[config.mk]
export PLATFORM = sky130hd
export DESIGN_NAME = demux_stream_32
export DESIGN_NICKNAME = d
export VERILOG_FILES = /design/src/rtl/demux_pkg.sv /design/src/rtl/demux_lane_reg.sv /design/src/rtl/demux_stream_32.sv
export SDC_FILE = /design/constraint.sdc
export NUM_CORES = 1
export LEC_CHECK = 0
export CAP_MARGIN = 20
export CORE_ASPECT_RATIO = 1.1
export CORE_MARGIN = 5
export CORE_UTILIZATION = 30
export DETAILED_ROUTE_END_ITERATION = 7
export DONT_BUFFER_PORTS = 1
export SETUP_SLACK_MARGIN = 0.5
export SLEW_MARGIN = 30
export SYNTH_ARGS = -nofsm -noshare
export SYNTH_HDL_FRONTEND = slang
export SYNTH_HIERARCHICAL = 1
export SYNTH_SLANG_ARGS = --single-unit
export TNS_END_PERCENT = 5
[constraint.sdc]
create_clock -name clk -period 2.1 [get_ports clk]
set_clock_uncertainty 0.15 [all_clocks]
set_input_delay 0.42 -clock clk [delete_from_list [all_inputs] [get_ports clk]]
set_output_delay 0.42 -clock clk [all_outputs]
set_load 0.01 [all_outputs]
[src/rtl/demux_pkg.sv]
// ============================================================
// demux_pkg : shared defaults and lane indices for demux_stream_32
// Revision  : 1.0
// ============================================================
`default_nettype none

package demux_pkg;
  localparam int   DEF_WIDTH = 32;
  localparam int   DEF_CNT_W = 16;
  localparam logic LANE0     = 1'b0;
  localparam logic LANE1     = 1'b1;
endpackage

`default_nettype wire

[src/rtl/demux_lane_reg.sv]
// ============================================================
// demux_lane_reg : one-entry valid/ready output register with a
//                  saturating delivered-word counter
// Revision       : 1.0
// ============================================================
`default_nettype none

module demux_lane_reg
  import demux_pkg::*;
#(
  parameter int WIDTH = DEF_WIDTH,
  parameter int CNT_W = DEF_CNT_W
) (
  input  logic             clk,
  input  logic             rst_n,
  input  logic             load,
  input  logic [WIDTH-1:0] load_data,
  output logic             can_load,
  output logic [WIDTH-1:0] out_data,
  output logic             out_valid,
  input  logic             out_ready,
  input  logic             cnt_clr,
  output logic [CNT_W-1:0] cnt
);

  localparam logic [CNT_W-1:0] CNT_MAX = '1;

  logic pop;

  assign pop      = out_valid && out_ready;
  // A pop frees the slot in the same cycle, so load and pop may coincide.
  assign can_load = !out_valid || out_ready;

  always_ff @(posedge clk or negedge rst_n) begin
    if (!rst_n) begin
      out_data  <= '0;
      out_valid <= 1'b0;
    end else if (load) begin
      out_data  <= load_data;
      out_valid <= 1'b1;
    end else if (pop) begin
      out_valid <= 1'b0;
    end
  end

  always_ff @(posedge clk or negedge rst_n) begin
    if (!rst_n) begin
      cnt <= '0;
    end else if (cnt_clr) begin
      cnt <= '0;
    end else if (pop && (cnt != CNT_MAX)) begin
      cnt <= cnt + 1'b1;
    end
  end

endmodule

`default_nettype wire

[src/rtl/demux_stream_32.sv]
// ============================================================
// demux_stream_32 : 1-to-2 valid/ready stream demultiplexer with
//                   per-lane delivered-word counters
// Revision        : 1.0
// ============================================================
`default_nettype none

module demux_stream_32
  import demux_pkg::*;
#(
  parameter int WIDTH = DEF_WIDTH,
  parameter int CNT_W = DEF_CNT_W
) (
  input  logic             clk,
  input  logic             rst_n,
  input  logic [WIDTH-1:0] in_data,
  input  logic             in_select,
  input  logic             in_valid,
  output logic             in_ready,
  output logic [WIDTH-1:0] out0_data,
  output logic             out0_valid,
  input  logic             out0_ready,
  output logic [WIDTH-1:0] out1_data,
  output logic             out1_valid,
  input  logic             out1_ready,
  input  logic             cnt_clr,
  output logic [CNT_W-1:0] cnt0,
  output logic [CNT_W-1:0] cnt1
);

  logic can_load0;
  logic can_load1;
  logic accept;
  logic load0;
  logic load1;

  // Ready only reflects the lane the current word is steered to.
  assign in_ready = (in_select == LANE1) ? can_load1 : can_load0;
  assign accept   = in_valid && in_ready;
  assign load0    = accept && (in_select == LANE0);
  assign load1    = accept && (in_select == LANE1);

  demux_lane_reg #(.WIDTH(WIDTH), .CNT_W(CNT_W)) u_lane0 (
    .clk       (clk),
    .rst_n     (rst_n),
    .load      (load0),
    .load_data (in_data),
    .can_load  (can_load0),
    .out_data  (out0_data),
    .out_valid (out0_valid),
    .out_ready (out0_ready),
    .cnt_clr   (cnt_clr),
    .cnt       (cnt0)
  );

  demux_lane_reg #(.WIDTH(WIDTH), .CNT_W(CNT_W)) u_lane1 (
    .clk       (clk),
    .rst_n     (rst_n),
    .load      (load1),
    .load_data (in_data),
    .can_load  (can_load1),
    .out_data  (out1_data),
    .out_valid (out1_valid),
    .out_ready (out1_ready),
    .cnt_clr   (cnt_clr),
    .cnt       (cnt1)
  );

endmodule

`default_nettype wire

Yosys cells after proc, flatten, opt, wreduce, memory -nomap -nowiden
Index checks and enable logic that the tools add are counted.
- bits in registers: 98
- bits of input ports: 39
- word-level logic and storage cells: 35
- output and inout bits: 99
- add/subtract/negate cells: 2
- bitwise gates (word level): 1
- muxes and demuxes: 9
- reduce and logical (&&, ||, !) cells: 15
- equal/unequal tests: 2
- operators by type and width (kind ; count):
    $mux W16 ; 4
    $add A16 B1 Y16 const B ; 2
    $ne A16 B16 Y1 const B ; 2
    $reduce_bool A2 Y1 ; 4
    $logic_and A1 B1 Y1 ; 7
    $mux W1 ; 5
    $logic_not A1 Y1 ; 2
    $logic_or A1 B1 Y1 ; 2
    $not A1 Y1 ; 1

Logic depth before layout (Yosys ltp)
- depth in word-level cells: 6
- depth in mapped cells: 7
- gate-level depth less buffers: 5

By module
The synthesis kept the hierarchy.
- by module, submodules not included (module ; cells an instance ; area each (sq um) ; seq. area each (sq um) ; instances):
    demux_lane_reg ; 173 ; 2157.1 ; 1226.2 ; 2
    demux_stream_32 ; 3 ; 32.5 ; 0.0 ; 1

Worst setup path before layout
Ideal clock, no wire load.
- kind: flip-flop to flip-flop
- start point: register u_lane0.cnt[0]
- end point: register u_lane0.cnt[9]
- setup time: 0.128 ns
- cell stages (with the launch flop): 7
- period minus slack after synthesis: 2.045 ns
- slack: 0.055 ns
- data required time: 1.822 ns
- arrival time: 1.767 ns
- buffers on the path: 1
- path through: dfrtp_1 > ha_1 > nand4_1 > nor4_2 > buf_2 > nor4_1 > mux2_1
- cells in the longest elaborated chain, start to end: 3
- elaborated cells on any way between the ends: 6
- those cells by class: 1 x add/sub; 1 x eq/ne; 2 x mux; 2 x reduce/logical
- ends and longest elaborated chain (element ; RTL line ; text):
    from (decl) ; demux_lane_reg.sv:23 ; output logic [CNT_W-1:0] cnt
    from (signal assigned) ; demux_lane_reg.sv:52 ; cnt <= cnt + 1'b1;
    $add A16 B1 Y16 or $ne A16 B16 Y1 (tied branches) ; demux_lane_reg.sv:52, demux_lane_reg.sv:51 ;
    $mux W16 or $logic_and A1 B1 Y1 (tied branches) ; demux_lane_reg.sv:51 ; end else if (pop && (cnt != CNT_MAX)) begin
    $mux W16 or $reduce_bool A2 Y1 (tied branches) ; - ;
Several ways; a longest one is shown, not always the timed one. The select of a mux whose other input is x is not followed.
A chain may end at the register's enable or synchronous reset.

Worst setup path after layout
- start point: register u_lane1.cnt[0]
- end point: register u_lane1.cnt[12]
- cells in the longest elaborated chain, start to end: 3
- elaborated cells on any way between the ends: 6
- those cells by class: 1 x add/sub; 1 x eq/ne; 2 x mux; 2 x reduce/logical
- ends and longest elaborated chain (element ; RTL line):
    from (decl) ; demux_lane_reg.sv:23
    from (signal assigned) ; demux_lane_reg.sv:52
    $add A16 B1 Y16 or $ne A16 B16 Y1 (tied branches) ; demux_lane_reg.sv:52, demux_lane_reg.sv:51
    $mux W16 or $logic_and A1 B1 Y1 (tied branches) ; demux_lane_reg.sv:51
    $mux W16 or $reduce_bool A2 Y1 (tied branches) ; -
Several ways; a longest one is shown, not always the timed one. The select of a mux whose other input is x is not followed.

==> flow_summary.yaml <==
finish:
  syn_to_final_growth_pct: 23.72
  final_util_pct: 37.52
  nFillCells: 1392
  design_area_sq_um: 5378
  seq_area_sq_um: 2461
  layout-drive-gt1-share_pct: 40.20
  multiInputGateArea_sq_um: 1929
  fin_nets: 429
  diodes: 0
yosys:
  synth_seq_cells: 98
  synth_ff_type: "dfrtp_1"
  synth_nets: 390
  synth_seq_area_share_pct: 56.42
  async_reset_ff_share_pct: 100.0
  ys_types: 33
  avgSynthCellArea_sq_um: 12.45
  synth_warnings: 6
  synthesis.area_sq_um: 4347
  synth_edf_count: 0
  synthCells: 349
floorplanning:
  core_area_sq_um: 14330
  start_util_pct: 30.33
  dieHeight_um: 136.2
  rows: 46
  design.die.area_sq_um: 17000
  die_x_um: 124.8
  io_pins: 138
min_path:
  holdCritPathClass: "primary input to async pin"
clocking:
  cts_root_buf: "clkbuf_16"
  clockBufferDepth: 2
  cts_tree: "yes"
  clock-sinks: 98
  cts_buffers: 9
  clock_latency_ns: 0.34
  ctsHoldBuffers: 1
  clkTransAtPathRegs_ns: 0.07
  cts_max_level: 3
grt:
  grt_max_degree: 99
  grt_antenna_before_repair: 0
  grt_pass1_vias: 3264
  gr-total-overflow: 0
  grt_pass1_wl_mm: 17.33
  gr-usage-all-layers_pct: 12.84
drt:
  drt_wl_total_mm: 10.88
  drc: 0
  routed_via_density: 5.197
  ant_nets: 0
  first_iter_violations: 188
  wl_per_cell_um: 18.59
  drtPass1Iterations: 4
  vias: 3040
power:
  seqPwrFrac_pct: 51.3
  clockPowerShare_pct: 41.0
  peakVddDrop_mv: 0.3741
  powerDensity_nw_per_um2: 875.6
  power.leakage_nw: 2.182
  power_mw: 4.709
  p_int_mw: 3.586
  combPwrFrac_pct: 7.7
  p_sw_mw: 1.123
  swShare_pct: 23.84
outcome:
  status: "finished, violations left"
  violations: "negative hold slack"
sta:
  final_max_slew_viol_count: 0
  setup_tns_ns: 0
  rsz0062_at_grt: "true"
  relSlewSlack_pct: 64.48
  min_period_ns: 1.984
  post-route-period-util_pct: 94.46
  max_freq_ghz: 0.5041
  setup_viol: 0
  hold_viol: 98
  tightest_slew_ns: 0.5316
  hold_ws_ns: -0.3811
worst_setup_path:
  critPathLaunch: "u_lane1/cnt[0]"
  cp-end-kind: "register"
  startpoint_type: "register"
  required_ns: 2.15
  crit_arrival_ns: 2.04
  path_max_fanout: 4
  r2r_start: "u_lane1/cnt[0]"
  path_class: "register to register"
placement:
  port_buffers: 0
  gp_congestion: 0.7561
  dp_hpwl_mm: 7.350
  place_area_sq_um: 4862
run:
  maxCapViolations: 0
-- cells by family (layout without fill, tap and decap cells) --
| family | count (synthesis) | count (layout) | synth area share, % |
|---|---|---|---|
| compound gates | 42 | 42 | 6.103 |
| fa+ha+maj | 2 | 2 | 0.5756 |
| buf+inv | 22 | 66 | 2.303 |
| flops | 98 | 98 | 56.42 |
| mux | 75 | 75 | 19.46 |
| simple gates | 110 | 110 | 15.14 |
-- cell usage after synthesis, drive strengths merged, types with 3 or more instances --
cell type | count | area [sq um]
dfrtp | 98 | 2452
mux2 | 73 | 825.8
a21oi | 18 | 90.09
nand3 | 16 | 80.08
clkbuf | 14 | 52.55
nand2 | 14 | 52.55
nor4 | 14 | 100.1
o31ai | 14 | 105.1
or4 | 14 | 105.1
nor2 | 10 | 37.54
nand4 | 8 | 62.56
nor2b | 8 | 50.05
or3 | 8 | 50.05
buf | 4 | 32.53
inv | 4 | 15.01
nand2b | 4 | 25.02
nor3 | 4 | 20.02
o21a | 4 | 30.03
o21ai | 4 | 20.02
and3 | 3 | 20.02
-- power by group through the flow --
stage          sequential, mW  clock [mW]  combinational (mW)
4_1_cts                  2.43        2.00               0.366
3_5_place_dp             2.46           0               0.356
6_report                 2.41        1.93               0.361
3_3_place_gp             2.45           0               0.337
2_1_floorplan            2.39           0               0.286
5_1_grt                  2.45        2.07               0.401
-- layer usage --
layer / up-vias / part of all wire, % / GRT usage, %
li1: 1377 / - / -
met1: 1532 / 38 / 14.13
met2: 117 / 49 / 21.27
met3: 14 / 11 / 6.994
met4: 0 / 1.5 / 4.263
met5: - / 0 / 0
-- registers in the layout (all words and copies together), names as in the netlist --
signal,count
u_lane0/cnt,16
u_lane0/out_data,32
u_lane1/out_data,32
u_lane1/out_valid,1
u_lane1/cnt,16
u_lane0/out_valid,1
-- what timing repair did --
item	in CTS	in global routing
setup endpoints to repair	97	97
pin swaps	3	7
gates resized for setup	7	15
endpoints found under the hold margin	120	98
buffers inserted	3	3
-- worst paths after layout --
path                                   endpoint  cells past startpoint  slack (ns)
min in group clk           u_lane1/out_data[15]                      1        0.08
min reg2reg                 u_lane0/out_data[1]                      1        0.43
min                              u_lane0/cnt[7]                      0       -0.38
max in group asynchronous        u_lane1/cnt[1]                      0        2.03
max reg2reg                     u_lane1/cnt[12]                      6        0.12
max                             u_lane1/cnt[12]                      6        0.12
-- per-stage QoR --
| stage | hold slack [ns] | worst slack, ns | std cells |
|---|---|---|---|
| finish | -0.3811 | 0.1163 | 585 |
| CTS | -0.4032 | 0.1508 | 582 |
| global route | -0.4061 | 0.05154 | 585 |
| floorplan | -0.02559 | 0.1757 | 349 |
| detailed placement | -0.02238 | 0.1389 | 562 |
| global placement | -0.02281 | 0.1330 | 562 |
-- final cells by class --
class,count,area share [%]
clock buffers,11,4.700
clock inverters,5,2.001
inverters,4,0.2792
multi-input cells,229,35.88
flip-flops and latches,98,45.77
well taps,192,4.467
repair buffers,46,6.910
-- layout by cell type (no fill, tap or decap), types with 5 or more instances in the layout --
cell | Yosys | layout
a21oi_1 | 18 | 17
buf_4 | 0 | 42
clkbuf_16 | 0 | 9
dfrtp_1 | 98 | 91
dfrtp_2 | 0 | 7
mux2_1 | 8 | 5
mux2_2 | 64 | 64
nand2_1 | 14 | 13
nand3_1 | 16 | 16
nand4_1 | 6 | 6
nor2_1 | 10 | 10
nor2b_1 | 8 | 8
nor4_1 | 12 | 5
nor4_2 | 2 | 5
o31ai_1 | 14 | 14
or3_1 | 8 | 7
or4_1 | 14 | 13
-- critical path, stage by stage (launching register included) --
cell     delay [ns]
dfrtp_2        0.39
ha_4           0.15
nand4_1        0.24
buf_4          0.24
nor4_1         0.40
mux2i_1        0.23
nor2_1         0.05
(Power assumes the default switching activity.)
